File: config.mk
export PLATFORM = sky130hd
export DESIGN_NAME = rr_mux4_flat
export DESIGN_NICKNAME = d
export VERILOG_FILES = /design/src/rtl/rr_mux4_pkg.sv /design/src/rtl/rr_mux4_if.sv /design/src/rtl/rr_arb4.sv /design/src/rtl/rr_mux4.sv /design/src/flat_wrapper.sv
export SDC_FILE = /design/constraint.sdc
export NUM_CORES = 1
export LEC_CHECK = 0
export CORE_MARGIN = 3
export CORE_UTILIZATION = 39
export DETAILED_ROUTE_END_ITERATION = 8
export HOLD_SLACK_MARGIN = 0.08
export PLACE_DENSITY_LB_ADDON = 0.05
export SLEW_MARGIN = 5
export SYNTH_ARGS = -nofsm -noshare
export SYNTH_HDL_FRONTEND = slang
export SYNTH_SLANG_ARGS = --single-unit
export TNS_END_PERCENT = 1
File: constraint.sdc
create_clock -name clk -period 3.1 [get_ports clk]
set_input_delay 0.31 -clock clk [delete_from_list [all_inputs] [get_ports clk]]
set_output_delay 0.31 -clock clk [all_outputs]
set_load 0.1 [all_outputs]
File: src/rtl/rr_mux4_pkg.sv
// rr_mux4_pkg: shared constants and types for the 4-to-1 round-robin mux.
// The source index encoding is shared with the downstream 1-to-4 demux.
package rr_mux4_pkg;

  localparam int unsigned WIDTH = 8;  // data width of every channel
  localparam int unsigned NSRC  = 4;  // number of sources, fixed
  localparam int unsigned SEL_W = 2;  // width of a source index

  localparam logic [SEL_W-1:0] SRC_A = 2'd0;
  localparam logic [SEL_W-1:0] SRC_B = 2'd1;
  localparam logic [SEL_W-1:0] SRC_C = 2'd2;
  localparam logic [SEL_W-1:0] SRC_D = 2'd3;

  // Output register occupancy
  typedef enum logic {
    ST_EMPTY = 1'b0,
    ST_FULL  = 1'b1
  } ostate_e;

  // Next priority pointer: the source after the granted one, wrapping 3 -> 0
  function automatic logic [SEL_W-1:0] ptr_next(input logic [SEL_W-1:0] idx);
    return idx + SEL_W'(1);
  endfunction

endpackage

File: src/rtl/rr_mux4_if.sv
// rr_mux4_if: handshake bundle of the round-robin mux.
//   a/b/c/d_valid, a/b/c/d_data : source beats toward the mux
//   a/b/c/d_ready               : per-source accept from the mux
//   y_valid, y_data, y_sel      : merged output beat and its source index
//   y_ready                     : downstream accept
// master = sources plus sink (the environment), slave = the mux itself.
interface rr_mux4_if;
  import rr_mux4_pkg::*;

  logic             a_valid;
  logic [WIDTH-1:0] a_data;
  logic             a_ready;
  logic             b_valid;
  logic [WIDTH-1:0] b_data;
  logic             b_ready;
  logic             c_valid;
  logic [WIDTH-1:0] c_data;
  logic             c_ready;
  logic             d_valid;
  logic [WIDTH-1:0] d_data;
  logic             d_ready;
  logic             y_valid;
  logic [WIDTH-1:0] y_data;
  logic [SEL_W-1:0] y_sel;
  logic             y_ready;

  modport master (
    output a_valid, a_data, b_valid, b_data, c_valid, c_data, d_valid, d_data,
    input  a_ready, b_ready, c_ready, d_ready,
    input  y_valid, y_data, y_sel,
    output y_ready
  );

  modport slave (
    input  a_valid, a_data, b_valid, b_data, c_valid, c_data, d_valid, d_data,
    output a_ready, b_ready, c_ready, d_ready,
    output y_valid, y_data, y_sel,
    input  y_ready
  );

endinterface

File: src/rtl/rr_arb4.sv
// rr_arb4: combinational 4-way round-robin arbiter.
//   req     : request vector, bit i = source i
//   ptr     : highest-priority source index
//   gnt     : one-hot grant (zero when nothing requests)
//   gnt_idx : index of the granted source
//   any_req : at least one request present
module rr_arb4
  import rr_mux4_pkg::*;
(
  input  logic [NSRC-1:0]  req,
  input  logic [SEL_W-1:0] ptr,
  output logic [NSRC-1:0]  gnt,
  output logic [SEL_W-1:0] gnt_idx,
  output logic             any_req
);

  logic             found;
  logic [SEL_W-1:0] idx;

  // Scan ptr, ptr+1, ... (wrapping) and take the first requester
  always_comb begin
    gnt     = '0;
    gnt_idx = '0;
    found   = 1'b0;
    idx     = ptr;
    for (int unsigned i = 0; i < NSRC; i++) begin
      idx = ptr + SEL_W'(i);
      if (!found && req[idx]) begin
        found   = 1'b1;
        gnt_idx = idx;
      end
    end
    if (found) gnt[gnt_idx] = 1'b1;
  end

  assign any_req = |req;

endmodule

File: src/rtl/rr_mux4.sv
// rr_mux4: four-source round-robin multiplexer with one registered output stage.
//   clk   : system clock, rising edge
//   rst_n : synchronous active-low reset
//   bus   : slave side of rr_mux4_if (sources A-D in, tagged beat y out)
// Each output beat carries y_sel, the index of the source it came from.
module rr_mux4
  import rr_mux4_pkg::*;
(
  input  logic       clk,
  input  logic       rst_n,
  rr_mux4_if.slave   bus
);

  ostate_e          state;
  ostate_e          state_nxt;
  logic [WIDTH-1:0] data_q;
  logic [SEL_W-1:0] sel_q;
  logic [SEL_W-1:0] ptr_q;

  logic [NSRC-1:0]  req;
  logic [NSRC-1:0]  gnt;
  logic [SEL_W-1:0] gnt_idx;
  logic             any_req;
  logic             can_accept;
  logic             load;
  logic [WIDTH-1:0] gnt_data;

  assign req = {bus.d_valid, bus.c_valid, bus.b_valid, bus.a_valid};

  rr_arb4 u_arb (
    .req     (req),
    .ptr     (ptr_q),
    .gnt     (gnt),
    .gnt_idx (gnt_idx),
    .any_req (any_req)
  );

  // Payload of the granted source
  always_comb begin
    gnt_data = bus.a_data;
    case (gnt_idx)
      SRC_A:   gnt_data = bus.a_data;
      SRC_B:   gnt_data = bus.b_data;
      SRC_C:   gnt_data = bus.c_data;
      SRC_D:   gnt_data = bus.d_data;
      default: gnt_data = bus.a_data;
    endcase
  end

  // Output slot is free this cycle if empty or being drained; never during reset
  assign can_accept = rst_n && ((state == ST_EMPTY) || bus.y_ready);
  assign load       = can_accept && any_req;

  // State register
  always_ff @(posedge clk) begin
    if (!rst_n) state <= ST_EMPTY;
    else        state <= state_nxt;
  end

  // Next-state logic
  always_comb begin
    state_nxt = state;
    case (state)
      ST_EMPTY: if (load) state_nxt = ST_FULL;
      ST_FULL:  if (bus.y_ready && !any_req) state_nxt = ST_EMPTY;
      default:  state_nxt = ST_EMPTY;
    endcase
  end

  // Output beat and priority pointer; a held beat is dropped by reset
  always_ff @(posedge clk) begin
    if (!rst_n) begin
      data_q <= '0;
      sel_q  <= SRC_A;
      ptr_q  <= SRC_A;
    end else if (load) begin
      data_q <= gnt_data;
      sel_q  <= gnt_idx;
      ptr_q  <= ptr_next(gnt_idx);
    end
  end

  // Outputs; ready goes only to the granted source
  always_comb begin
    bus.y_valid = (state == ST_FULL);
    bus.y_data  = data_q;
    bus.y_sel   = sel_q;
    {bus.d_ready, bus.c_ready, bus.b_ready, bus.a_ready} = can_accept ? gnt : '0;
  end

endmodule

File: src/flat_wrapper.sv
// flat-port wrapper written by rule: the top's interface ports become plain ports
module rr_mux4_flat import rr_mux4_pkg::*;
  (clk, rst_n, bus_a_valid, bus_a_data, bus_b_valid, bus_b_data, bus_c_valid, bus_c_data, bus_d_valid, bus_d_data, bus_a_ready, bus_b_ready, bus_c_ready, bus_d_ready, bus_y_valid, bus_y_data, bus_y_sel, bus_y_ready);
  rr_mux4_if bus_i ();
  input  logic clk;
  input  logic rst_n;
  input wire logic [$bits(bus_i.a_valid)-1:0] bus_a_valid;
  input wire logic [$bits(bus_i.a_data)-1:0] bus_a_data;
  input wire logic [$bits(bus_i.b_valid)-1:0] bus_b_valid;
  input wire logic [$bits(bus_i.b_data)-1:0] bus_b_data;
  input wire logic [$bits(bus_i.c_valid)-1:0] bus_c_valid;
  input wire logic [$bits(bus_i.c_data)-1:0] bus_c_data;
  input wire logic [$bits(bus_i.d_valid)-1:0] bus_d_valid;
  input wire logic [$bits(bus_i.d_data)-1:0] bus_d_data;
  output wire logic [$bits(bus_i.a_ready)-1:0] bus_a_ready;
  output wire logic [$bits(bus_i.b_ready)-1:0] bus_b_ready;
  output wire logic [$bits(bus_i.c_ready)-1:0] bus_c_ready;
  output wire logic [$bits(bus_i.d_ready)-1:0] bus_d_ready;
  output wire logic [$bits(bus_i.y_valid)-1:0] bus_y_valid;
  output wire logic [$bits(bus_i.y_data)-1:0] bus_y_data;
  output wire logic [$bits(bus_i.y_sel)-1:0] bus_y_sel;
  input wire logic [$bits(bus_i.y_ready)-1:0] bus_y_ready;
  assign bus_i.a_valid = bus_a_valid;
  assign bus_i.a_data = bus_a_data;
  assign bus_i.b_valid = bus_b_valid;
  assign bus_i.b_data = bus_b_data;
  assign bus_i.c_valid = bus_c_valid;
  assign bus_i.c_data = bus_c_data;
  assign bus_i.d_valid = bus_d_valid;
  assign bus_i.d_data = bus_d_data;
  assign bus_a_ready = bus_i.a_ready;
  assign bus_b_ready = bus_i.b_ready;
  assign bus_c_ready = bus_i.c_ready;
  assign bus_d_ready = bus_i.d_ready;
  assign bus_y_valid = bus_i.y_valid;
  assign bus_y_data = bus_i.y_data;
  assign bus_y_sel = bus_i.y_sel;
  assign bus_i.y_ready = bus_y_ready;
  rr_mux4 u_core (.clk(clk), .rst_n(rst_n), .bus(bus_i));
endmodule
==> results of run 1 <==
-- worst max-delay path: cells and delay by family --
family	cells	cell delay, ns
buffers and inverters	3	0.83
adders and majority gates	1	0.44
AOI/OAI and AO/OA	2	0.62
and+or+nand+nor	2	0.29
-- cell families after synthesis --
group	after synthesis
buffers and inverters	23
AND/OR/NAND/NOR	18
flip-flops	13
adder cells (fa/ha/maj)	5
AO/OA/AOI/OAI	40
-- power groups by stage --
stage / clock (mW) / sequential (mW) / combinational (mW)
floorplan: 0 / 0.477 / 0.230
finish: 0.104 / 0.233 / 0.645
detailed placement: 0 / 0.237 / 0.647
global route: 0.123 / 0.239 / 0.680
global placement: 0 / 0.235 / 0.641
CTS: 0.111 / 0.233 / 0.649
-- metal layers --
layer	vias to the layer above	routed length, µm	GRT usage, %	share of wire [%]
li1	462	-	-	-
met1	426	1050	22.0	41
met2	38	1200	31.8	46
met3	6	289	4.71	11
met4	0	42	8.51	1.6
met5	-	0	0	0
-- placed cells by master, fill, tap and decap left out, types with 5 or more instances in the layout --
| cell type | netlist | layout |
|---|---|---|
| a21oi_1 | 8 | 8 |
| a221oi_1 | 8 | 8 |
| a22oi_1 | 8 | 8 |
| a31o_1 | 8 | 8 |
| clkdlybuf4s50_1 | 0 | 49 |
| dfxtp_1 | 13 | 13 |
| ha_1 | 5 | 5 |
| inv_1 | 15 | 15 |
| nor2_1 | 5 | 5 |
-- final timing paths --
kind,start,to,slack [ns],cells after the start
setup / recovery,bus_b_valid,bus_b_ready,0.29,8
hold / removal,u_core.bus.y_sel[1],u_core.bus.y_sel[1],0.46,2
setup reg to reg,u_core.ptr_q[1],u_core.bus.y_data[5],0.87,6
hold reg to reg,u_core.bus.y_sel[1],u_core.bus.y_sel[1],0.46,2
-- cells in the mapped netlist --
cell / instances / area, µm²
nor2b_1: 3 / 18.8
ha_1: 5 / 62.6
o32ai_2: 1 / 16.3
nor4_2: 1 / 12.5
a21boi_0: 2 / 15.0
a221oi_1: 8 / 70.1
inv_1: 15 / 56.3
nand3b_4: 1 / 20.0
o22ai_1: 1 / 6.26
clkbuf_1: 3 / 11.3
buf_2: 2 / 10.0
o21ai_2: 4 / 35.0
buf_8: 2 / 30.0
nor3_1: 1 / 5.00
nand2b_1: 1 / 6.26
and2b_1: 1 / 7.51
nor2_1: 5 / 18.8
nand3_2: 4 / 40.0
dfxtp_1: 13 / 260
a22oi_1: 8 / 60.1
nor3b_1: 1 / 7.51
a21oi_1: 8 / 40.0
clkbuf_2: 1 / 5.00
a31o_1: 8 / 70.1
-- state kept, by name, indices dropped and copies added (netlist names) --
name                cells
u_core.bus.y_data       8
u_core.bus.y_sel        2
u_core.bus.y_valid      1
u_core.ptr_q            2
-- final cells by class --
| class | count | area share, % |
|---|---|---|
| clock buffer | 4 | 1.79 |
| inverter | 15 | 3.84 |
| multi-input combinational | 63 | 34.9 |
| sequential | 13 | 17.7 |
| tap | 27 | 2.30 |
| timing repair buffer | 54 | 39.4 |
-- metrics by stage --
| stage | instances | setup slack, ns | util (%) | area [µm²] |
|---|---|---|---|---|
| 2_1_floorplan | 99 | 0.0504 | - | 885 |
| 3_3_place_gp | 172 | 0.328 | 69.8 | 1440 |
| 3_5_place_dp | 172 | 0.265 | 69.8 | 1440 |
| 4_1_cts | 176 | 0.270 | 71.1 | 1470 |
| 5_1_grt | 176 | 0.156 | 71.1 | 1470 |
| 6_report | 176 | 0.294 | 71.1 | 1470 |
==> results.yml, run 1 <==
synthesis:
  yosysUniqueCellTypes: 24
  synth_fa_ha_area_share_pct: 7.07
  yosys_warnings: 0
  synth.avg_cell_area_um2: 8.94
  synth-simple-area-share_pct: 15.4
  syn_area_um2: 885
  synth_mux_area_share_pct: 0
  synth-compound-area-share_pct: 35.4
  synth-xor-area-share_pct: 0
  syn_nets: 143
  synth_seq_cells: 13
  synth_top_family_by_area: "compound AO/OA/AOI/OAI gates"
  synth_cells: 99
  synth-seq-area-share_pct: 29.4
finish:
  multi_input_area_um2: 512
  n_fill_cell: 175
  post_route_cells_drive_above_1_share_pct: 12.8
  n_antenna_cell: 0
  regArea_um2: 260
  areaGrowthSynthToFinish_pct: 65.8
  final_nets: 194
global_routing:
  antenna_found_initial: 0
  first_global_vias: 894
  overflow: 0
  grt_pass1_wl_um: 3950
  grt_max_degree: 29
  grtUsageTotal_pct: 18.8
sta:
  finalClockSkew_ns: 0.00689
  final-hold-violation-count: 0
  min_period_ns: 2.81
  hold_ws_ns: 0.457
  final-setup-viol-count: 0
  rsz0062_at_grt: "no"
  worst_pin_slew_ns: 0.978
  slew_violations: 0
  max_freq_mhz: 356
  maxSlewHeadroom_pct: 34.6
  fin_crit_sh_pct: 90.5
  finalSetupTns_ns: 0
pwr:
  p_seq_share_pct: 23.7
  finalPower_uw: 983
  intPower_uw: 464
  peakVddDrop_v: 0.000503
  power_leakage_nw: 0.582
  clockPowerShare_pct: 10.6
  power.net_switching_uw: 519
  p_comb_share_pct: 65.7
  power_density_nw_per_um2: 670
  p_sw_share_pct: 52.8
clock_network:
  cts.sinks: 13
  insertion_delay_ns: 0.28
  cts-buffers-inserted: 3
  htree_levels: 1
  postCtsSetupBuffers: 0
  clk_pin_slew_worst_paths_ns: 0.08
  cts_tree: "done"
  cts_resized: 0
  cts_hold_buf: 0
  root_buffer: "clkbuf_4"
  clk_path_buf_depth: 2
die:
  die_x_um: 53.6
  fp.dieH_um: 53.6
  die_area_um2: 2880
  placementRows: 16
  ios: 54
  core_area_um2: 2060
  initial_core_util_pct: 42.9
placed_design:
  port_buffers: 53
  post-dp-hpwl_um: 1970
  gp_congestion: 0.720
critical_path:
  critPathCaptureType: "output port"
  cp.required_ns: 2.79
  crit_type: "input port to output port"
  critPathLaunchType: "input port"
  arrival_ns: 2.50
  cpPeakStageDelay_ns: 0.55
  crit_fanout: 9
  cp_cell_sequence: "clkdlybuf4s50_1, nor2b_1, a21boi_0, o32ai_2, ha_1, inv_1, nor2_1, buf_12"
  crit_slowest_cell: "clkdlybuf4s50_1"
job:
  maxCapViolCount: 0
worst_hold_path:
  holdCritPathClass: "flop to flop"
route:
  routedWlPerCell_um: 14.6
  viasPerCell: 5.30
  drtPass1Iterations: 4
  drc_errors: 0
  drtIter0Drc: 16
  routed_wl_um: 2580
  drtAntennaViolNets: 0
  num_vias: 932
status:
  run_status: "completed"
Power figures use the tool's default switching activity.
==> run 2, diff against run 1 <==
--- a/config.mk
+++ b/config.mk
@@ -5,6 +5,7 @@
 export SDC_FILE = /design/constraint.sdc
 export NUM_CORES = 1
 export LEC_CHECK = 0
+export CAP_MARGIN = 20
 export CORE_MARGIN = 3
 export CORE_UTILIZATION = 39
 export DETAILED_ROUTE_END_ITERATION = 8
==> results of run 2 <==
Same layout as run 1: the final DEF is identical, and so are final timing and power.
==> run 3, diff against run 2 <==
--- a/config.mk
+++ b/config.mk
@@ -6,8 +6,8 @@
 export NUM_CORES = 1
 export LEC_CHECK = 0
 export CAP_MARGIN = 20
-export CORE_MARGIN = 3
-export CORE_UTILIZATION = 39
+export CORE_MARGIN = 4
+export CORE_UTILIZATION = 36
 export DETAILED_ROUTE_END_ITERATION = 8
 export HOLD_SLACK_MARGIN = 0.08
 export PLACE_DENSITY_LB_ADDON = 0.05
==> constraint.sdc (replaced) <==
create_clock -name clk -period 2.6 [get_ports clk]
set_input_delay 0.26 -clock clk [delete_from_list [all_inputs] [get_ports clk]]
set_output_delay 0.26 -clock clk [all_outputs]
set_load 0.1 [all_outputs]
==> run 3 against run 2 <==
  * Non-clock buffer count is 5 higher
  * Critical path depth rose by 1
  * Combinational power grew 22%
  * Sequential share of layout area is 0.22 points lower
  * Critical endpoint is now bus_d_ready
  * Largest cell class unchanged
  * Largest power group unchanged
==> results.yml, run 3 (synthesized netlist as in run 1, its figures left out) <==
status:
  run_status: "completed"
critical_path:
  cp.required_ns: 2.34
  critPathLaunchType: "input port"
  r2r_start: "u_core.ptr_q[0]"
  crit_start: "bus_c_valid"
  crit_fanout: 9
  crit_type: "input port to output port"
  arrival_ns: 2.20
  critPathCaptureType: "output port"
clock_network:
  cts-buffers-inserted: 3
  clk_pin_slew_worst_paths_ns: 0.08
  cts_tree: "done"
  cts.sinks: 13
  htree_levels: 1
  cts_resized: 0
  postCtsSetupBuffers: 0
  root_buffer: "clkbuf_4"
  clk_path_buf_depth: 2
  insertion_delay_ns: 0.27
  cts_hold_buf: 0
finish:
  layout_common_cells: "38 x clkdlybuf4s50_1, 17 x buf_4, 15 x inv_1"
  largest_reg_flops: 8
  final_common_cell: "clkdlybuf4s50_1"
  final_nets: 199
  post_route_cells_drive_above_1_share_pct: 24.7
  n_antenna_cell: 0
  areaGrowthSynthToFinish_pct: 67.9
  fin_util_pct: 65.3
job:
  maxCapViolCount: 0
sta:
  min_period_ns: 2.46
  max_freq_mhz: 406
  slew_violations: 0
  hold_ws_ns: 0.462
  final-hold-violation-count: 0
  rsz0062_at_grt: "no"
  maxSlewHeadroom_pct: 75.1
  fin_crit_sh_pct: 94.7
  finalClockSkew_ns: 0.00386
  final-setup-viol-count: 0
  worst_pin_slew_ns: 0.373
global_routing:
  grt_max_degree: 29
  gr-usage-met2_pct: 26.0
  globalRouteMet1Util_pct: 19.6
  use_met3_pct: 5.43
  grt_busiest_layer: "met2"
  grt_pass1_wl_um: 4230
  grtUsageTotal_pct: 15.9
  overflow: 0
  first_global_vias: 914
  antenna_found_initial: 0
placed_design:
  gp_congestion: 0.826
  post-dp-hpwl_um: 2020
  port_buffers: 53
pwr:
  power_leakage_nw: 0.619
  power_density_nw_per_um2: 800
  peakVddDrop_v: 0.000680
die:
  fp.dieH_um: 57.6
  die_area_um2: 3310
  ios: 54
  initial_core_util_pct: 38.9
  placementRows: 17
  die_x_um: 57.6
  core_area_um2: 2280
route:
  routedWlPerCell_um: 14.4
  drtIter0Drc: 18
  viasPerCell: 5.04
  drtAntennaViolNets: 0
  num_vias: 918
  routed_wl_um: 2620
  drtPass1Iterations: 4
  drc_errors: 0
worst_hold_path:
  holdCritPathClass: "flop to flop"
  min_from: "u_core.bus.y_sel[1]"
-- run 3: worst paths after layout --
check,to,slack [ns],cells after the start
worst max-delay path,bus_d_ready,0.14,9
worst min register to register,u_core.bus.y_sel[1],0.46,2
worst min-delay path,u_core.bus.y_sel[1],0.46,2
worst max register to register,u_core.bus.y_data[5],0.54,9
-- run 3: final cells by class --
| cell class | instances | area [µm²] |
|---|---|---|
| fillers | 208 | 791 |
| clock buffers | 4 | 26.3 |
| multi-input cells | 63 | 519 |
| repair buffers | 59 | 588 |
| flip-flops and latches | 13 | 260 |
| well taps | 28 | 35.0 |
| inverters | 15 | 56.3 |
-- run 3: worst max-delay path: stages --
cell and delay, ns:
clkdlybuf4s50_1 0.45, and2b_1 0.21, nor3b_1 0.20, o22ai_1 0.17
inv_1 0.14, ha_2 0.30, inv_1 0.06, nor2_1 0.20
buf_12 0.21
-- run 3: power breakdown --
part	total, mW	switching (mW)	internal [mW]
logic	0.785	0.530	0.255
registers	0.278	0.0305	0.248
clock network	0.126	0.0662	0.0593
total	1.19	0.627	0.562
-- run 3: per-layer routing --
layer / wire length (µm) / vias to the layer above / part of all wire, %
met4: 18 / 0 / 0.69
li1: - / 473 / -
met1: 1100 / 409 / 42
met5: 0 / - / 0
met2: 1230 / 34 / 47
met3: 273 / 2 / 10
-- run 3: stage by stage --
step	total power [mW]	cells	setup TNS (ns)	cell area, µm²	setup slack, ns
finish	1.19	182	0	1490	0.138
global route	1.26	182	0	1490	0.00330
floorplan	0.845	99	-0.870	887	-0.399
CTS	1.20	182	0	1480	0.0463
detailed placement	1.07	178	0	1450	0.0673
global placement	1.06	178	0	1450	0.114
